## src/rtl/afifo_rd_ctrl_if.sv

```systemverilog
//------------------------------------------------------------------------------
// Module   : afifo_rd_ctrl_if
// Purpose  : Bus bundle between the async-FIFO read controller and its
//            environment (pointer exchange, RAM read port, output stream).
// Revision : 1.0
//------------------------------------------------------------------------------
`default_nettype none

interface afifo_rd_ctrl_if #(
    parameter int ADDR_WIDTH = 4,
    parameter int DATA_WIDTH = 8
);
    logic [ADDR_WIDTH:0]   wr_ptr_gray_i;
    logic [ADDR_WIDTH:0]   rd_ptr_gray_o;
    logic                  mem_rd_en_o;
    logic [ADDR_WIDTH-1:0] mem_rd_addr_o;
    logic [DATA_WIDTH-1:0] mem_rd_data_i;
    logic [DATA_WIDTH-1:0] data_o;
    logic                  valid_o;
    logic                  ready_i;
    logic [ADDR_WIDTH:0]   count_o;
    logic                  empty_o;
    logic                  err_o;

    modport slave (
        input  wr_ptr_gray_i, mem_rd_data_i, ready_i,
        output rd_ptr_gray_o, mem_rd_en_o, mem_rd_addr_o,
               data_o, valid_o, count_o, empty_o, err_o
    );

    modport master (
        output wr_ptr_gray_i, mem_rd_data_i, ready_i,
        input  rd_ptr_gray_o, mem_rd_en_o, mem_rd_addr_o,
               data_o, valid_o, count_o, empty_o, err_o
    );
endinterface

`default_nettype wire

```

## src/rtl/afifo_rd_ctrl.sv

```systemverilog
//------------------------------------------------------------------------------
// Module   : afifo_rd_ctrl
// Purpose  : Read-domain controller of a dual-clock FIFO: write-pointer sync,
//            occupancy/error status and RAM-to-output-register sequencing.
// Revision : 1.0
//------------------------------------------------------------------------------
`default_nettype none

module afifo_rd_ctrl #(
    parameter int ADDR_WIDTH  = 4,
    parameter int DATA_WIDTH  = 8,
    parameter int SYNC_STAGES = 2
) (
    input  wire                 clk_i,
    input  wire                 rst_ni,
    afifo_rd_ctrl_if.slave      bus
);

    localparam int             PW    = ADDR_WIDTH + 1;
    localparam logic [PW-1:0]  DEPTH = {1'b1, {ADDR_WIDTH{1'b0}}};

    typedef enum logic [1:0] {
        ST_EMPTY = 2'd0,
        ST_FETCH = 2'd1,
        ST_FULL  = 2'd2
    } state_t;

    state_t                  state_q, state_d;
    logic [PW-1:0]           sync_q [SYNC_STAGES];
    logic [PW-1:0]           sync_d [SYNC_STAGES];
    logic [PW-1:0]           rd_bin_q, rd_bin_d;
    logic [PW-1:0]           rd_gray_q, rd_gray_d;
    logic [DATA_WIDTH-1:0]   data_q, data_d;
    logic                    valid_q, valid_d;
    logic                    err_q, err_d;
    logic [PW-1:0]           wr_gray_s;
    logic [PW-1:0]           wr_bin_s;
    logic [PW-1:0]           count;
    logic                    avail;
    logic                    issue;

    // Only the Gray-coded pointer is sampled across the clock boundary.
    always_comb begin
        sync_d[0] = bus.wr_ptr_gray_i;
        for (int i = 1; i < SYNC_STAGES; i++) begin
            sync_d[i] = sync_q[i-1];
        end
    end

    always_comb begin
        wr_gray_s = sync_q[SYNC_STAGES-1];
        for (int i = 0; i < PW; i++) begin
            wr_bin_s[i] = ^(wr_gray_s >> i);
        end
    end

    always_comb begin
        count = wr_bin_s - rd_bin_q;
        avail = (count != '0);
        err_d = err_q | (count > DEPTH);
    end

    always_comb begin
        state_d   = state_q;
        data_d    = data_q;
        valid_d   = valid_q;
        issue     = 1'b0;
        case (state_q)
            ST_EMPTY: begin
                if (avail) begin
                    issue   = 1'b1;
                    state_d = ST_FETCH;
                end
            end
            ST_FETCH: begin
                data_d  = bus.mem_rd_data_i;
                valid_d = 1'b1;
                state_d = ST_FULL;
            end
            ST_FULL: begin
                if (bus.ready_i) begin
                    valid_d = 1'b0;
                    if (avail) begin
                        issue   = 1'b1;
                        state_d = ST_FETCH;
                    end else begin
                        state_d = ST_EMPTY;
                    end
                end
            end
            default: begin
                valid_d = 1'b0;
                state_d = ST_EMPTY;
            end
        endcase

        rd_bin_d  = rd_bin_q;
        rd_gray_d = rd_gray_q;
        // The slot is released at issue; the RAM word is captured next cycle,
        // long before the writer can observe the advanced pointer.
        if (issue) begin
            rd_bin_d  = rd_bin_q + 1'b1;
            rd_gray_d = rd_bin_d ^ (rd_bin_d >> 1);
        end
    end

    always_ff @(posedge clk_i or negedge rst_ni) begin
        if (!rst_ni) begin
            for (int i = 0; i < SYNC_STAGES; i++) begin
                sync_q[i] <= '0;
            end
            state_q   <= ST_EMPTY;
            rd_bin_q  <= '0;
            rd_gray_q <= '0;
            data_q    <= '0;
            valid_q   <= 1'b0;
            err_q     <= 1'b0;
        end else begin
            for (int i = 0; i < SYNC_STAGES; i++) begin
                sync_q[i] <= sync_d[i];
            end
            state_q   <= state_d;
            rd_bin_q  <= rd_bin_d;
            rd_gray_q <= rd_gray_d;
            data_q    <= data_d;
            valid_q   <= valid_d;
            err_q     <= err_d;
        end
    end

    assign bus.rd_ptr_gray_o = rd_gray_q;
    assign bus.mem_rd_en_o   = issue;
    assign bus.mem_rd_addr_o = rd_bin_q[ADDR_WIDTH-1:0];
    assign bus.data_o        = data_q;
    assign bus.valid_o       = valid_q;
    assign bus.count_o       = count;
    assign bus.empty_o       = !avail;
    assign bus.err_o         = err_q;

endmodule

`default_nettype wire

```

## src/flat_wrapper.sv

```systemverilog
// flat-port wrapper written by rule: the top's interface ports become plain ports
module afifo_rd_ctrl_flat 
#(
    parameter int ADDR_WIDTH  = 4,
    parameter int DATA_WIDTH  = 8,
    parameter int SYNC_STAGES = 2
)
  (clk_i, rst_ni, bus_wr_ptr_gray_i, bus_mem_rd_data_i, bus_ready_i, bus_rd_ptr_gray_o, bus_mem_rd_en_o, bus_mem_rd_addr_o, bus_data_o, bus_valid_o, bus_count_o, bus_empty_o, bus_err_o);
  afifo_rd_ctrl_if #(.ADDR_WIDTH(ADDR_WIDTH), .DATA_WIDTH(DATA_WIDTH)) bus_i ();
  input  wire clk_i;
  input  wire rst_ni;
  input wire logic [$bits(bus_i.wr_ptr_gray_i)-1:0] bus_wr_ptr_gray_i;
  input wire logic [$bits(bus_i.mem_rd_data_i)-1:0] bus_mem_rd_data_i;
  input wire logic [$bits(bus_i.ready_i)-1:0] bus_ready_i;
  output wire logic [$bits(bus_i.rd_ptr_gray_o)-1:0] bus_rd_ptr_gray_o;
  output wire logic [$bits(bus_i.mem_rd_en_o)-1:0] bus_mem_rd_en_o;
  output wire logic [$bits(bus_i.mem_rd_addr_o)-1:0] bus_mem_rd_addr_o;
  output wire logic [$bits(bus_i.data_o)-1:0] bus_data_o;
  output wire logic [$bits(bus_i.valid_o)-1:0] bus_valid_o;
  output wire logic [$bits(bus_i.count_o)-1:0] bus_count_o;
  output wire logic [$bits(bus_i.empty_o)-1:0] bus_empty_o;
  output wire logic [$bits(bus_i.err_o)-1:0] bus_err_o;
  assign bus_i.wr_ptr_gray_i = bus_wr_ptr_gray_i;
  assign bus_i.mem_rd_data_i = bus_mem_rd_data_i;
  assign bus_i.ready_i = bus_ready_i;
  assign bus_rd_ptr_gray_o = bus_i.rd_ptr_gray_o;
  assign bus_mem_rd_en_o = bus_i.mem_rd_en_o;
  assign bus_mem_rd_addr_o = bus_i.mem_rd_addr_o;
  assign bus_data_o = bus_i.data_o;
  assign bus_valid_o = bus_i.valid_o;
  assign bus_count_o = bus_i.count_o;
  assign bus_empty_o = bus_i.empty_o;
  assign bus_err_o = bus_i.err_o;
  afifo_rd_ctrl #(.ADDR_WIDTH(ADDR_WIDTH), .DATA_WIDTH(DATA_WIDTH), .SYNC_STAGES(SYNC_STAGES)) u_core (.clk_i(clk_i), .rst_ni(rst_ni), .bus(bus_i));
endmodule
```

## config.mk

```make
export PLATFORM = sky130hd
export DESIGN_NAME = afifo_rd_ctrl_flat
export DESIGN_NICKNAME = d
export VERILOG_FILES = /design/src/rtl/afifo_rd_ctrl_if.sv /design/src/rtl/afifo_rd_ctrl.sv /design/src/flat_wrapper.sv
export SDC_FILE = /design/constraint.sdc
export NUM_CORES = 1
export LEC_CHECK = 0
export CAP_MARGIN = 0
export CORE_MARGIN = 3
export CORE_UTILIZATION = 46
export DETAILED_ROUTE_END_ITERATION = 10
export PLACE_DENSITY = 0.76
export SLEW_MARGIN = 25
export SYNTH_ARGS = -nofsm -noshare
export SYNTH_HDL_FRONTEND = slang
export SYNTH_SLANG_ARGS = --single-unit
```

## constraint.sdc

```tcl
create_clock -name clk_i -period 3.4 [get_ports clk_i]
set_input_delay 0.51 -clock clk_i [delete_from_list [all_inputs] [get_ports clk_i]]
set_output_delay 0.51 -clock clk_i [all_outputs]
set_load 0.03 [all_outputs]
```

==> run summary <==
most frequent cells in the layout - clkdlybuf4s50_1 (35), dfrtp_1 (31), buf_4 (13), inv_1 (9), xnor2_1 (9)
final setup fails - 2
GR Layer Usage met1 - 0.196
CP required - 2.89 ns
initial antenna violation count - 0
Final Net Count - 189
TritonCTS Buffers - 5
Distinct cells, synth - 28
Post-synth ARST share - 1.00
worst r2r src - u_core.wr_gray_s[4]
busiest grt layer - met2
Total Power - 2.44 mW
max-slew violations - 0
worst hold start - u_core.sync_d[3]
Yosys reg bits - 31
clk sink count - 31
largest buffer count on any clock path - 2
P_sw - 1.08 mW
fmax - 0.282 GHz
IO Count - 42
full die area - 0.00383 mm^2
Core Region - 0.00285 mm^2
slowest CP cell - fa_2
Syn Inst Count - 110
crit path from - u_core.wr_gray_s[4]
setup tns final - -0.241 ns
violated checks - setup timing
Synth area leader - dfrtp_1
global-route usage over all layers - 0.171
Setup WS post-layout - -0.148 ns
worst skew pair latency - 0.32 ns
Clock Skew - 0.0141 ns
part of the cycle the worst path needs - 1.04
status - finished with violations
Max-slew headroom - 0.504
Synth top area share - 0.541
Crit path arrival time - 3.04 ns
DR iter-0 viols - 23
HPWL Detailed - 2010 um
Syn Area/Cell - 13.0 um^2
largest net degree at the start of global routing - 32
Hold WC Path Type - reg -> reg
vias in the first global route - 1054
mapped cell area - 0.00144 mm^2
Hold Fails Final Rpt - 0
chip width - 61.9 um
Worst setup EP type - output port
Crit Path Class - reg -> out
DRC errors left - 0
CP cell instances - xor2_2, xor2_2, xor2_1, xnor2_1, ha_1, inv_1, fa_2, nand3b_1, a211oi_2, o22ai_4, nand2_4, inv_1, buf_4
GR Overflow Total - 0
Max-cap violations - 0
drt first pass iters - 4
Post-synth EDFFs - 0
commonest non-fill, non-tap cell in the layout - clkdlybuf4s50_1
Syn Nets - 132
switching portion of total power - 0.444
synthesis-to-finish area growth - 42.8%
Pleak - 0.921 nW
sequential fraction of the synthesis area - 0.541
CTS root buffer - clkbuf_4
cell-internal power - 1.36 mW
per-cell routed wire length - 14.0 um
global-route wire length before repair - 4620 um
Pwr per Cell Area - 1190 mW/mm^2
clock network fraction of design power - 0.086
Synth Flop Type - dfrtp_1
TritonCTS clock tree - built
critical path startpoint category - register
top cells by area, synth - dfrtp_1 (54%), mux2_2 (6.3%), xnor2_1 (5.5%)
FP Rows - 19
clock slew at reported path FFs - 0.10 ns
critical path fanouts, max - 4
Hold-fix buffers, CTS - 0
antenna-violating nets left - 0
initial core utilization - 0.503
combinational power share - 0.657
slowest stage delay, CP - 0.44 ns
min cycle time layout - 3.55 ns
Routed WL - 2770 um
grt met3 use - 0.0744
Die Ht - 61.9 um
layout cells sized above 1 - 0.275
Sequential Power Share - 0.256
RSZ-0062 raised after global routing - true
Tightest Pin Transition - 0.742 ns
H-tree depth - 2
routed vias/inst - 5.05
Placer Congestion - 0.799
total number of vias - 999
port bufs - 41
diode count - 0
met2 usage - 0.284
Synth Warn # - 0
worst IR drop on VDD - 624 uV
## area by class of cell
| cell class | count | area, um^2 |
|---|---|---|
| clock buffer | 6 | 51.3 |
| clock inverter | 1 | 5.00 |
| fill | 216 | 803 |
| inverter | 9 | 33.8 |
| multi-input combinational | 68 | 663 |
| sequential | 31 | 776 |
| tap | 31 | 38.8 |
| timing repair buffer | 52 | 482 |
## metal layers
metal  vias to the layer above  wire length (um)
li1                        480                 -
met1                       476              1120
met2                        37              1370
met3                         6               236
met4                         0                40
met5                         -                 0
## repair_timing
action,4_1_cts,5_1_grt
gates resized for setup,5,5
hold endpoints to repair,0,0
pin swaps,5,5
setup endpoints to repair,5,10
buffers inserted,3,5
## state kept, by name, indices dropped and copies added, names as in the netlist
signal and count:
u_core.rd_bin_q 5, u_core.bus.rd_ptr_gray_o 4, u_core.state_q 2, u_core.bus.data_o 8
u_core.bus.valid_o 1, u_core.wr_gray_s 5, u_core.bus.err_o 1, u_core.sync_d 5
## stage by stage
stage	util	hold slack [ns]	setup WS, ns	area (um^2)	std cells
global route	0.718	0.359	-0.377	2050	198
detailed placement	0.671	0.335	0.0953	1910	183
global placement	0.671	0.334	0.205	1910	183
floorplan	-	0.214	-0.0540	1460	110
CTS	0.701	0.339	-0.202	2000	193
finish	0.718	0.334	-0.148	2050	198
## worst max-delay path, delay by kind of cell, from the launching register on
family | cells | cell delay (ns)
simple gates | 2 | 0.27
compound gates | 2 | 0.39
buf+inv | 3 | 0.24
xor+xnor | 4 | 0.81
flops | 1 | 0.41
fa+ha+maj | 2 | 0.61
## final timing paths
kind / to / slack (ns) / cells after the start
worst max-delay path: bus_mem_rd_en_o / -0.15 / 13
worst min-delay path: u_core.wr_gray_s[3] / 0.33 / 0
worst max register to register: u_core.bus.rd_ptr_gray_o[3] / 0.28 / 13
worst min register to register: u_core.wr_gray_s[3] / 0.33 / 0
max in group asynchronous: u_core.sync_d[3] / 2.54 / 2
min in group asynchronous: u_core.rd_bin_q[2] / 0.56 / 2
## cell usage after synthesis, types with 2 or more instances
| library cell | number |
|---|---|
| nand2_1 | 4 |
| xor2_1 | 8 |
| a21oi_1 | 5 |
| nand3b_1 | 3 |
| xnor2_1 | 9 |
| mux2_2 | 8 |
| nand3_1 | 2 |
| clkbuf_1 | 2 |
| mux2_4 | 5 |
| a21o_1 | 2 |
| inv_1 | 9 |
| nor2_1 | 3 |
| dfrtp_1 | 31 |
| ha_1 | 5 |
## power groups by stage
stage | Sequential [mW] | Combinational (mW) | Clock (mW)
floorplan | 0.823 | 0.886 | 0
global placement | 0.622 | 1.56 | 0
detailed placement | 0.631 | 1.58 | 0
CTS | 0.628 | 1.57 | 0.220
global route | 0.649 | 1.73 | 0.236
finish | 0.626 | 1.61 | 0.211
## logic make-up (layout without fill, tap and decap cells)
family          after synthesis  in the layout  share of synthesized area
flops                        31             31                      0.541
simple gates                 20             20                     0.0889
xor+xnor                     17             17                      0.104
mux                          13             13                      0.115
compound gates               12             12                     0.0654
buf+inv                      11             68                     0.0288
fa+ha+maj                     6              6                     0.0575
Power figures use the tool's default switching activity.
